<file path="config.mk">
export PLATFORM = sky130hd
export DESIGN_NAME = regfile_wb_arbiter
export DESIGN_NICKNAME = d
export VERILOG_FILES = /design/src/rtl/regfile_pkg.sv /design/src/rtl/rr_arbiter2.sv /design/src/rtl/regfile_wb_arbiter.sv
export SDC_FILE = /design/constraint.sdc
export NUM_CORES = 1
export LEC_CHECK = 0
export CELL_PAD_IN_SITES_DETAIL_PLACEMENT = 1
export CELL_PAD_IN_SITES_GLOBAL_PLACEMENT = 1
export CORE_AREA = 2 2 101 78
export DETAILED_ROUTE_END_ITERATION = 12
export DIE_AREA = 0 0 103 80
export PLACE_DENSITY = 0.95
export RECOVER_POWER = 25
export SETUP_SLACK_MARGIN = 0.02
export SLEW_MARGIN = 25
export SYNTH_ARGS = -nofsm -noshare
export SYNTH_HDL_FRONTEND = slang
export SYNTH_SLANG_ARGS = --single-unit
export TNS_END_PERCENT = 1
</file>
<file path="constraint.sdc">
create_clock -name clk -period 5 [get_ports clk]
set_input_delay 0.5 -clock clk [delete_from_list [all_inputs] [get_ports clk]]
set_output_delay 0.5 -clock clk [all_outputs]
set_load 0.1 [all_outputs]
</file>
<file path="src/rtl/regfile_pkg.sv">
// Shared types and defaults for the register-file writeback arbiter.
// The optional bypass comparators are enabled by the WB_BYPASS_EN macro.
package regfile_pkg;

  localparam int DATA_W_DEF = 32;
  localparam int ADDR_W_DEF = 5;

  // One writeback request as presented by a producer (ALU or LSU).
  typedef struct packed {
    logic                  valid;
    logic [ADDR_W_DEF-1:0] rd;
    logic [DATA_W_DEF-1:0] data;
  } wb_req_t;

  // Output stage state: IDLE has nothing to write, WRITE drives the port.
  typedef enum logic {
    IDLE  = 1'b0,
    WRITE = 1'b1
  } wb_state_t;

endpackage

</file>
<file path="src/rtl/rr_arbiter2.sv">
// Two-way round-robin arbiter. Bit 0 is the ALU, bit 1 is the LSU.
// The pointer names the requester that wins a tie and always moves to the
// requester that lost the most recent grant.
module rr_arbiter2 (
  input  logic       clk,
  input  logic       clear,
  input  logic [1:0] req,
  input  logic       stall,
  output logic [1:0] gnt
);

  logic ptr;

  // Grant logic: a lone requester wins outright, a tie goes to the pointer.
  always_comb begin
    // NOTE: every combinational output gets a default first, so no path
    // leaves it unassigned and no latch is inferred.
    gnt = 2'b00;
    if (!stall && !clear) begin
      case (req)
        2'b01:   gnt = 2'b01;
        2'b10:   gnt = 2'b10;
        2'b11:   gnt = ptr ? 2'b10 : 2'b01;
        default: gnt = 2'b00;
      endcase
    end
  end

  // Pointer register: moves only on an actual grant, ALU favoured after clear.
  always_ff @(posedge clk) begin
    // NOTE: sequential state uses non-blocking assignment so every register
    // samples pre-edge values regardless of block ordering.
    if (clear)
      ptr <= 1'b0;
    else if (gnt != 2'b00)
      ptr <= gnt[0];
  end

endmodule

</file>
<file path="src/rtl/regfile_wb_arbiter.sv">
// Writeback arbiter: picks one of two producers per cycle (round robin) and
// registers the accepted write onto the register-file write port one cycle
// later. Writes to register 0 are accepted but dropped.
// Optional macro WB_BYPASS_EN adds read-port bypass comparators.
module regfile_wb_arbiter
  import regfile_pkg::*;
#(
  parameter int DATA_W = DATA_W_DEF,
  parameter int ADDR_W = ADDR_W_DEF
) (
  input  logic              clk,
  input  logic              clear,
  input  logic              alu_valid,
  input  logic [ADDR_W-1:0] alu_rd,
  input  logic [DATA_W-1:0] alu_data,
  output logic              alu_ready,
  input  logic              lsu_valid,
  input  logic [ADDR_W-1:0] lsu_rd,
  input  logic [DATA_W-1:0] lsu_data,
  output logic              lsu_ready,
  input  logic              stall,
  output logic              write,
  output logic [ADDR_W-1:0] WR,
  output logic [DATA_W-1:0] WD,
  output logic              busy
`ifdef WB_BYPASS_EN
  ,
  input  logic [ADDR_W-1:0] RR1,
  input  logic [ADDR_W-1:0] RR2,
  output logic              byp1_hit,
  output logic              byp2_hit,
  output logic [DATA_W-1:0] byp_data
`endif
);

  wb_state_t         state, state_nxt;
  logic [1:0]        gnt;
  logic [ADDR_W-1:0] sel_rd;
  logic [DATA_W-1:0] sel_data;
  logic              load;

  rr_arbiter2 u_arb (
    .clk   (clk),
    .clear (clear),
    .req   ({lsu_valid, alu_valid}),
    .stall (stall),
    .gnt   (gnt)
  );

  assign alu_ready = gnt[0];
  assign lsu_ready = gnt[1];

  // Select the granted request; load only when it targets a real register.
  always_comb begin
    sel_rd   = alu_rd;
    sel_data = alu_data;
    if (gnt[1]) begin
      sel_rd   = lsu_rd;
      sel_data = lsu_data;
    end
    load = (gnt != 2'b00) && (sel_rd != '0);
  end

  // State register.
  always_ff @(posedge clk) begin
    if (clear)
      state <= IDLE;
    else
      state <= state_nxt;
  end

  // Next state: any cycle with a loadable acceptance goes (or stays) in WRITE.
  always_comb begin
    state_nxt = IDLE;
    case (state)
      IDLE:    state_nxt = load ? WRITE : IDLE;
      WRITE:   state_nxt = load ? WRITE : IDLE;
      default: state_nxt = IDLE;
    endcase
  end

  // Output register: captures the accepted write, holds it while idle.
  always_ff @(posedge clk) begin
    // NOTE: the write-address/data register is cleared as well, so the port
    // shows zeros rather than stale data after a reset.
    if (clear) begin
      WR <= '0;
      WD <= '0;
    end else if (load) begin
      WR <= sel_rd;
      WD <= sel_data;
    end
  end

  assign write = (state == WRITE);
  assign busy  = (state == WRITE);

`ifdef WB_BYPASS_EN
  // Forward the in-flight write to read ports that name the same register.
  assign byp1_hit = write && (WR == RR1) && (RR1 != '0);
  assign byp2_hit = write && (WR == RR2) && (RR2 != '0);
  assign byp_data = WD;
`endif

endmodule

</file>
### Word-level counts from Yosys, hierarchy flattened

Index checks and enable logic that the tools add are counted.

* word-level logic and storage cells: 19
* output and inout bits: 41
* register bits after elaboration: 39
* input bits: 79

* mux-type cells: 6
* reduce and logical (&&, ||, !) cells: 6
* equal/unequal tests: 3

Operator list (number)
* 2-to-1 mux 32 bit: 1
* case mux 2 bit (3 select lines): 1
* 2-to-1 mux 5 bit: 1
* nonzero test 5 bit: 1
* equality test 2 bit (second input constant): 2
* 2-to-1 mux 2 bit: 2
* equality test 2 x 1 -> 1 bit (second input constant): 1
* logical AND 1 bit: 2
* zero test 1 bit: 2
* nonzero test 2 bit: 1
* 2-to-1 mux 1 bit: 1

### Logic depth before layout (Yosys ltp)

Gate-level depths: netlist of run 1.

* depth after elaboration: 7
* depth in mapped cells: 7
* gate-level depth less buffers: 5

### By module

A second synthesis of run 1 with hierarchy kept.

* cells, all modules: 257
* area total of the unflattened synthesis: 1933.1 µm²

Modules (own cells, without submodules)
* regfile_wb_arbiter: cells an instance 248, area each 1850.5 µm², times used 1, sequential area each 760.7 µm²
* rr_arbiter2: cells an instance 9, area each 82.6 µm², times used 1, sequential area each 20.0 µm²

### Worst setup path after synthesis of run 1

Ideal clock, no wire load.

* kind: input to register
* from: input clear
* to: register WD[12]
* path slack: 2.158 ns
* path buffers: 1
* stages on the path: 6
* arrival time: 2.754 ns
* cells stage by stage: or3b_1 or2_2 clkinv_1 clkbuf_1 nand2_1 a311oi_2

* longest elaborated chain between the ends: 6
* elaborated cells on any way between the ends: 8
* those cells by class: mux: 3; reduce/logical: 5

RTL lines
* from (decl): RTL line regfile_wb_arbiter.sv:12 `input logic clear,`
* zero test 1 bit (*): RTL line rr_arbiter2.sv:19 `if (!stall && !clear) begin`
* logical AND 1 bit (*): RTL line rr_arbiter2.sv:19
* 2-to-1 mux 2 bit (*): RTL line rr_arbiter2.sv:19
* via lsu_ready: RTL line regfile_wb_arbiter.sv:20 `output logic lsu_ready,`
* 2-to-1 mux 5 bit: RTL line regfile_wb_arbiter.sv:57 `if (gnt[1]) begin`
* nonzero test 5 bit: RTL line regfile_wb_arbiter.sv:61 `load = (gnt != 2'b00) && (sel_rd != '0);`
* logical AND 1 bit: RTL line regfile_wb_arbiter.sv:61
* to (signal assigned): RTL line regfile_wb_arbiter.sv:91 `WD <= sel_data;`
* to (decl): RTL line regfile_wb_arbiter.sv:24 `output logic [DATA_W-1:0] WD,`

The timed path passes the listed nets; every way through them passes the cells marked *.
A chain may end at the register's enable or synchronous reset.

### Final worst setup path of run 1

* from: input lsu_valid
* to: output lsu_ready

* longest elaborated chain between the ends: 3
* elaborated cells on any way between the ends: 5
* those cells by class: eq/ne: 3; mux: 2

RTL lines
* from (decl): RTL line regfile_wb_arbiter.sv:17 `input logic lsu_valid,`
* equality test 2 bit or equality test 2 x 1 -> 1 bit (tied branches): RTL line rr_arbiter2.sv:20 `case (req)`
* case mux 2 bit (3 select lines) (*): RTL line rr_arbiter2.sv:20
* 2-to-1 mux 2 bit (*): RTL line rr_arbiter2.sv:19
* to (decl): RTL line regfile_wb_arbiter.sv:20

Mark *: on every way between the ends. The rest lies on a longest branch, timed or not.

==> results of run 1 <==
-- flip-flops by register name (all words and copies together), names as in the netlist --
register / cells
WR: 5
WD: 32
busy: 1
u_arb.ptr: 1
-- how the worst max path moves through the flow --
stage | from | end | slack [ns] | depth (start not counted)
after global placement | lsu_valid | WR[1] | 1.61 | 5
after detailed placement | lsu_valid | WD[25] | 1.57 | 5
after CTS | lsu_valid | lsu_ready | 1.78 | 6
after global routing | lsu_valid | lsu_ready | 1.59 | 6
final | lsu_valid | lsu_ready | 1.71 | 6
after floorplan | clear | WD[12] | 2.16 | 6
-- worst max-delay path, delay by kind of cell --
family        cells  cell delay [ns]
simple gates      2             0.71
buf+inv           4             1.56
-- report_power, final --
part           leakage, nW  internal, mW  switching (mW)  total [mW]
Combinational        0.830         0.114           0.227       0.341
Sequential           0.321         0.331          0.0112       0.343
Clock               0.0422        0.0982           0.112       0.210
Total                 1.19         0.544           0.349       0.894
-- logic make-up (layout without fill, tap and decap cells) --
kind of cell           count (synthesis)  after routing  synth area share (%)
and+or+nand+nor                       81             81                  16.9
DFF                                   39             39                  39.4
AOI/OAI and AO/OA                     75             75                  34.8
muxes                                  3              3                  1.52
buffers and inverters                 31            136                  7.33
-- placed cells by master, fill, tap and decap left out --
master and count:
a311oi_1 14, a311oi_2 20, a31oi_1 34, and3_1 1, and3_4 1, buf_2 1, buf_4 6, clkbuf_1 2
clkbuf_8 5, clkdlybuf4s50_1 97, clkinv_1 1, clkinv_2 1, dfxtp_1 39, dlygate4sd3_1 20, inv_1 3, mux2i_1 3
nand2_1 69, nor2_1 3, nor2b_1 2, nor3_1 1, o211ai_1 1, o21a_1 1, o21ai_0 1, o22ai_1 1
o32ai_1 3, or2_2 1, or3b_1 1, or4_1 1, or4_2 1
-- metal layers --
layer | vias to the layer above | track usage, %
met5 | - | 0
met4 | 0 | 3.42
li1 | 1063 | -
met2 | 73 | 30.7
met1 | 1052 | 20.7
met3 | 6 | 5.78
-- area by class of cell --
type	count	share of cell area, %
clock inverter	1	0.153
tap	101	3.85
inverter	4	0.458
multi-input combinational	159	32.2
clock buffer	7	2.33
sequential	39	23.8
timing repair buffer	124	37.2
==> metrics.txt, run 1 <==
run status completed; First DRT Iteration DRCs 32; non-filler cells, final 435; maximum operating frequency 304 MHz; Die W 103 um; WL/cell 16.6 um; largest area contributor in the netlist dfxtp_1; placed cell area 0.00320 mm2; share of layout cells above drive strength 1 10.8%; I/O Pins 120; area of the multi-input gates 0.00105 mm2; crit path launch type input port; final critical-path share of the clock period 65.8%; final setup TNS 0 ns; max_slew headroom 32.4%; LEAKAGE 1.19 nW; met2 WL 3460 um; hold-fix buffers at CTS 0; Post-Route WL 7210 um; worst setup path class input port to primary output; unrepaired setup endpoints after global routing false; area delta synth->final 65.7%; clock tree buffer depth 2; FP Rows 27; Final setup viols 0; Synth top area share 39.4%; CP Cell Sequence dlygate4sd3_1 -> or3b_1 -> or2_2 -> clkinv_1 -> buf_4 -> buf_4; full die area 0.00824 mm2; hold endpoint WR[4]; #FFs+latches synth 39; PortBufs 119; Vias 2,194; reg-to-reg startpoint u_arb.ptr; nets 412; Cells after Synth 229; Hold Path Origin WR[4]; Root Buffer clkbuf_8; post_cts resized 0; register area share after synthesis 39.4%; clk_skew 0.00229 ns; Hold Path Stages 2; CTS tree built; worst vdd ir 0.0000887 V; end of the worst register-to-register path WD[25]; met3 WL 518 um; dpl hpwl 5120 um; die height 80 um; CTS buffer count 5; largest net degree at the start of global routing 39; Tot GR Track Use 17.5%; worst-path maximum fanout 18; Yosys cell types 26; clock-pin transition on the worst setup and hold timing paths 0.08 ns; setup bufs post-CTS 0; H-tree depth 2; routability cong. 0.790; Mapped Nets 308; DR top layer met4; first-pass GRT wire length 11,300 um; worst skew pair latency 0.28 ns; Clock Sinks 39; WP data required 4.50 ns; FF-to-FF setup slack 2.54 ns; M1 wire length 3200 um; Post-synth EDFFs 0; via/cell ratio 5.04; mean post-synth cell area 8.64 um2; Worst-Margin Slew 1.01 ns; Tot Pwr 0.894 mW; DP Worst Slack 1.57 ns; pins over their slew limit 0; CP dominant cell by count buf_4; Initial Utilization 27.4%; Mapped Area 0.00198 mm2; pwr dens 272 mW/mm2; Syn. warnings 0; DRC 0; placed insts 427; drt pass-1 iters 4; Worst R2R Path Depth 4; core area 0.00723 mm2; hold crit path type flip-flop to flip-flop; Final Critical Period 3.29 ns; design area 0.00328 mm2; Worst Setup End Kind primary output; initial antenna violation count 0; synth cell count leaders nand2_1, dfxtp_1, a31oi_1, a311oi_2, clkbuf_1; CP max stage cell dlygate4sd3_1; number of fillers in the final layout 884; most frequent cell after synthesis nand2_1; GRT overflow 0; CP max stage delay 0.59 ns; Final Hold Viols 0; maxcap violations 0; WHS 0.492 ns; Final ANT Viol Nets 0; Top FF cell, synth dfxtp_1; Sequential Area 781 um2; CP Data Arrival Time 2.79 ns; Worst Setup Slack, final 1.71 ns; # diodes 0; Util after Layout 45.4%; Synth async-reset ratio 0%; vias in the first global route 2,299; Area contributors post-synth dfxtp_1, a311oi_2, nand2_1
Power figures use the tool's default switching activity.
==> run 2: changes to the inputs <==
CORE_AREA = 2 2 111 86   (was 2 2 101 78)
DIE_AREA = 0 0 113 88   (was 0 0 103 80)
PLACE_DENSITY = 0.85   (was 0.95)
clock period = 2.8 ns   (was 5 ns; I/O delays follow)
==> metrics.txt, run 2 (synthesis gave the netlist of run 1 again) <==
run status complete, but fails checks; failing checks DRC; Final Critical Period 2.36 ns; CP max stage cell clkdlybuf4s50_1; worst vdd ir 0.000221 V (+150%); DRC 8 (+8); LEAKAGE 1.18 nW (-0.87%); pins over their slew limit 0 (unchanged); Top reg by flops WD; setup bufs post-CTS 0 (unchanged); Worst Setup End Kind primary output; reg-to-reg startpoint u_arb.ptr; Root Buffer clkbuf_16; worst-path maximum fanout 30 (+12); H-tree depth 2 (unchanged); die height 88 um (+10%); end of the worst register-to-register path WD[25]; routability cong. 0.703 (-11%); WHS 0.484 ns (-0.00816 ns); area delta synth->final 63.2%; pwr dens 548 mW/mm2 (+100%); maxcap violations 0 (unchanged); final critical-path share of the clock period 84.3%; clock-pin transition on the worst setup and hold timing paths 0.06 ns (-0.02 ns); Clock Sinks 39 (unchanged); WL/cell 16.6 um (about the same); DP Worst Slack 0.230 ns (-1.34 ns); hold crit path type flip-flop to flip-flop; CP dominant cell by count buf_12; GRT overflow 0 (unchanged); Final setup viols 0 (unchanged); kind of cell adding the most delay to the critical path buffers and inverters; Initial Utilization 22.3% (-5.0 points); CTS tree built; First DRT Iteration DRCs 73 (+130%); vias in the first global route 2,303 (+0.17%); # diodes 0 (unchanged); crit path launch type input port; WP data required 2.52 ns (-1.98 ns); drt pass-1 iters 8 (+4); Tot GR Track Use 14.4% (-3.0 points); Post-Route WL 7430 um (+2.9%); clock tree buffer depth 2 (unchanged); via/cell ratio 4.98 (-1.2%); Top Registers WD: 32 flops, WR: 5 flops; core area 0.00886 mm2 (+23%); Final ANT Viol Nets 0 (unchanged); CP Data Arrival Time 2.08 ns (-0.71 ns); PortBufs 119 (unchanged); final setup TNS 0 ns (unchanged); Die W 113 um (+9.7%); FF-to-FF setup slack 0.96 ns (-1.58 ns); share of layout cells above drive strength 1 17.9% (+7.1 points); Worst-Margin Slew 1.20 ns (+0.184 ns); largest net degree at the start of global routing 40 (+2.6%); Critical Path Sink lsu_ready; post_cts resized 0 (unchanged); I/O Pins 120 (unchanged); hold-fix buffers at CTS 0 (unchanged); highest-count cells in the layout ignoring fill and taps clkdlybuf4s50_1, nand2_1, dfxtp_1; Final Hold Viols 0 (unchanged); Critical Path Stages 6 (unchanged); worst setup path class input port to primary output; CTS buffer count 5 (unchanged); WP buf/inv 4 (unchanged); Vias 2,232 (+1.7%); max_slew headroom 20.7% (-12 points); Worst Setup Slack, final 0.439 ns (-1.27 ns); Util after Layout 36.5% (-8.9 points); Largest register FFs 32 (unchanged); CP max stage delay 0.52 ns (-0.07 ns); CP Cell Sequence clkdlybuf4s50_1 -> or3b_1 -> or2_2 -> clkinv_1 -> buf_12 -> buf_12; Worst R2R Path Depth 4 (unchanged); commonest non-fill, non-tap cell in the layout clkdlybuf4s50_1; maximum operating frequency 423 MHz; clk_skew 0.00349 ns (+0.00120 ns); dpl hpwl 5400 um (+5.5%); CP startpoint lsu_valid; FP Rows 30 (+11%); first-pass GRT wire length 11,700 um (+3.1%); nets 415 (+0.73%); worst skew pair latency 0.28 ns (about the same); full die area 0.00994 mm2 (+21%); unrepaired setup endpoints after global routing false; initial antenna violation count 0 (unchanged)
[run 2: cell count changes in the layout (fill, tap and decap cells not counted), sizes merged]
cell           before  now
buf                 7   31
clkbuf              7   25
clkdlybuf4s50      97   76
dlygate4sd3        20    1
[run 2: how the worst min path moves through the flow]
stage	startpoint	endpoint	slack, ns	depth (start not counted)
after floorplan	alu_data[21]	WD[21]	0.44	2
after global placement	WR[1]	WR[1]	0.47	2
after detailed placement	WR[1]	WR[1]	0.48	2
after CTS	WR[1]	WR[1]	0.49	2
after global routing	WR[1]	WR[1]	0.51	2
final	WR[1]	WR[1]	0.48	2
[run 2: routing by layer]
metal / global-route usage (%) / vias to the layer above / part of all wire, %
met4: 2.88 / 0 / 0.46
met5: 0 / - / 0
met1: 17.1 / 1073 / 44
met3: 4.43 / 5 / 8.2
met2: 26.2 / 85 / 47
li1: - / 1069 / -
[run 2: worst register-to-register path: cells and delay by family (launching register included)]
kind	cells	cell delay, ns
simple gates	3	1.06
flops	1	0.36
compound gates	1	0.31
[run 2: cell type report]
cell class	count	area, um2
Inverter	4	15.0
Timing Repair Buffer	127	1100
Sequential cell	39	781
Clock inverter	1	5.00
Clock buffer	6	139
Multi-Input combinational cell	159	1050
Tap cell	112	140
Fill cell	1058	5630
[run 2: metrics by stage]
stage               instances  total power [mW]  instance area (um2)
floorplan                 229              1.03                 1980
finish                    448              1.77                 3230
global placement          441              1.22                 3160
detailed placement        441              1.24                 3160
global route              448              1.84                 3230
CTS                       448              1.81                 3300
[run 2: power by group]
group	switching [mW]	total [mW]	internal (mW)
clock network	0.218	0.565	0.348
logic	0.407	0.592	0.185
registers	0.0215	0.614	0.593
total	0.646	1.77	1.13
==> run 3: changes to the inputs <==
CORE_AREA = 2 2 104 81   (was 2 2 111 86)
DIE_AREA = 0 0 106 83   (was 0 0 113 88)
PLACE_DENSITY = 0.91   (was 0.85)
clock period = 2.3 ns   (was 2.8 ns; I/O delays follow)
==> metrics.txt, run 3 (synthesis gave the netlist of run 1 again) <==
run status completed; Tot GR Track Use 17.0% (+2.5 points); DRC 0 (-8); I/O Pins 120 (unchanged); Final Critical Period 2.23 ns; worst vdd ir 0.000206 V (-7.1%); CTS tree built; drt pass-1 iters 4 (-4); Final Hold Viols 0 (unchanged); clock tree buffer depth 2 (unchanged); Initial Utilization 25.6% (+3.2 points); via/cell ratio 5.06 (+1.6%); Top Registers WD: 32 flops, WR: 5 flops; initial antenna violation count 0 (unchanged); worst skew pair latency 0.28 ns (about the same); hold crit path type flip-flop to flip-flop; Worst Setup End Kind primary output; CP Data Arrival Time 2.00 ns (-0.08 ns); WP data required 2.07 ns (-0.45 ns); PortBufs 119 (unchanged); maxcap violations 0 (unchanged); share of layout cells above drive strength 1 20.0% (+2.1 points); first-pass GRT wire length 12,100 um (+3.6%); Worst-Margin Slew 1.21 ns (+0.0104 ns); full die area 0.00880 mm2 (-12%); CTS buffer count 5 (unchanged); # diodes 0 (unchanged); H-tree depth 2 (unchanged); vias in the first global route 2,445 (+6.2%); Die W 106 um (-6.2%); Worst Setup Slack, final 0.0678 ns (-0.371 ns); pins over their slew limit 0 (unchanged); Root Buffer clkbuf_8; maximum operating frequency 448 MHz; WL/cell 16.7 um (+1.0%); WHS 0.480 ns (-0.00385 ns); Largest register FFs 32 (unchanged); Top reg by flops WD; pwr dens 611 mW/mm2 (+11%); Vias 2,278 (+2.1%); DP Worst Slack -0.194 ns (-0.424 ns); placed cell area 0.00321 mm2 (+1.7%); routability cong. 0.767 (+9.1%); number of fillers in the final layout 928 (-12%); commonest non-fill, non-tap cell in the layout clkdlybuf4s50_1; clk_skew 0.00684 ns (+0.00335 ns); FP Rows 28 (-6.7%); unrepaired setup endpoints after global routing false; Final ANT Viol Nets 0 (unchanged); dpl hpwl 5440 um (+0.71%); Final setup viols 0 (unchanged); nets 423 (+1.9%); crit path launch type input port; design area 0.00326 mm2 (+1.0%); max_slew headroom 20.0% (-0.69 points); worst-path maximum fanout 9 (-70%); Post-Route WL 7540 um (+1.5%); Clock Sinks 39 (unchanged); area delta synth->final 64.9%; die height 83 um (-5.7%); largest net degree at the start of global routing 40 (unchanged); final critical-path share of the clock period 97.1%; LEAKAGE 1.21 nW (+2.2%); Tot Pwr 1.99 mW (+12%); Sequential Area 781 um2 (unchanged); core area 0.00774 mm2 (-13%); worst setup path class input port to primary output; First DRT Iteration DRCs 59 (-19%); area of the multi-input gates 0.00106 mm2 (+0.24%); GRT overflow 0 (unchanged); clock-pin transition on the worst setup and hold timing paths 0.08 ns (+0.02 ns); highest-count cells in the layout ignoring fill and taps clkdlybuf4s50_1, nand2_1, dfxtp_1
run 3: changes by cell type in the layout (fill, tap and decap cells not counted):
cell,previous run,this run
clkbuf_8,1,7
clkinv_1,1,0
buf_12,2,4
clkbuf_16,5,0
clkbuf_1,19,21
dlygate4sd3_1,1,0
or3b_4,0,1
or3b_1,1,0
buf_4,28,33
clkdlybuf4s50_1,76,77
run 3: path summary, 6_finish.rpt:
| check | slack [ns] | cells after the start | startpoint | to |
|---|---|---|---|---|
| worst max-delay path | 0.07 | 7 | lsu_valid | lsu_ready |
| worst min-delay path | 0.48 | 2 | WR[3] | WR[3] |
| worst max register to register | 0.50 | 4 | u_arb.ptr | WD[18] |
| worst min register to register | 0.48 | 2 | WR[3] | WR[3] |
run 3: critical path: stages:
cell and delay, ns:
clkdlybuf4s50_1 0.51, or3b_4 0.40, buf_4 0.14, or2_2 0.31
clkinv_2 0.10, buf_12 0.13, buf_12 0.17
run 3: per-stage QoR:
step,TNS (ns),utilization [%],cells
3_5_place_dp,-5.89,41.5,439
5_1_grt,0,42.1,450
3_3_place_gp,-3.08,41.5,439
4_1_cts,0,42.8,447
2_1_floorplan,0,-,229
6_report,0,42.1,450
run 3: timing repair:
action,CTS,global route
pin swaps,0,0
setup endpoints to repair,1,1
resized for setup,2,0
gates cloned,0,0
hold buffers,0,0
setup buffers,0,3
run 3: metal layers:
metal	vias up	global-route usage, %	routed length [um]
li1	1085	-	-
met5	-	0	0
met3	4	5.02	492
met2	83	30.4	3680
met1	1106	20.1	3340
met4	0	3.47	28
run 3: final cells by class:
class | count | area share [%]
multi-input combinational | 159 | 32.4
clock buffer | 8 | 3.07
inverter | 4 | 0.498
tap | 105 | 4.03
sequential | 39 | 23.9
timing repair buffer | 135 | 36.1
run 3: power by group:
| group | total, mW | internal (mW) | leakage [nW] | switching [mW] |
|---|---|---|---|---|
| sequential | 0.746 | 0.721 | 0.321 | 0.0249 |
| clock | 0.511 | 0.274 | 0.0515 | 0.237 |
| combinational | 0.735 | 0.237 | 0.836 | 0.499 |
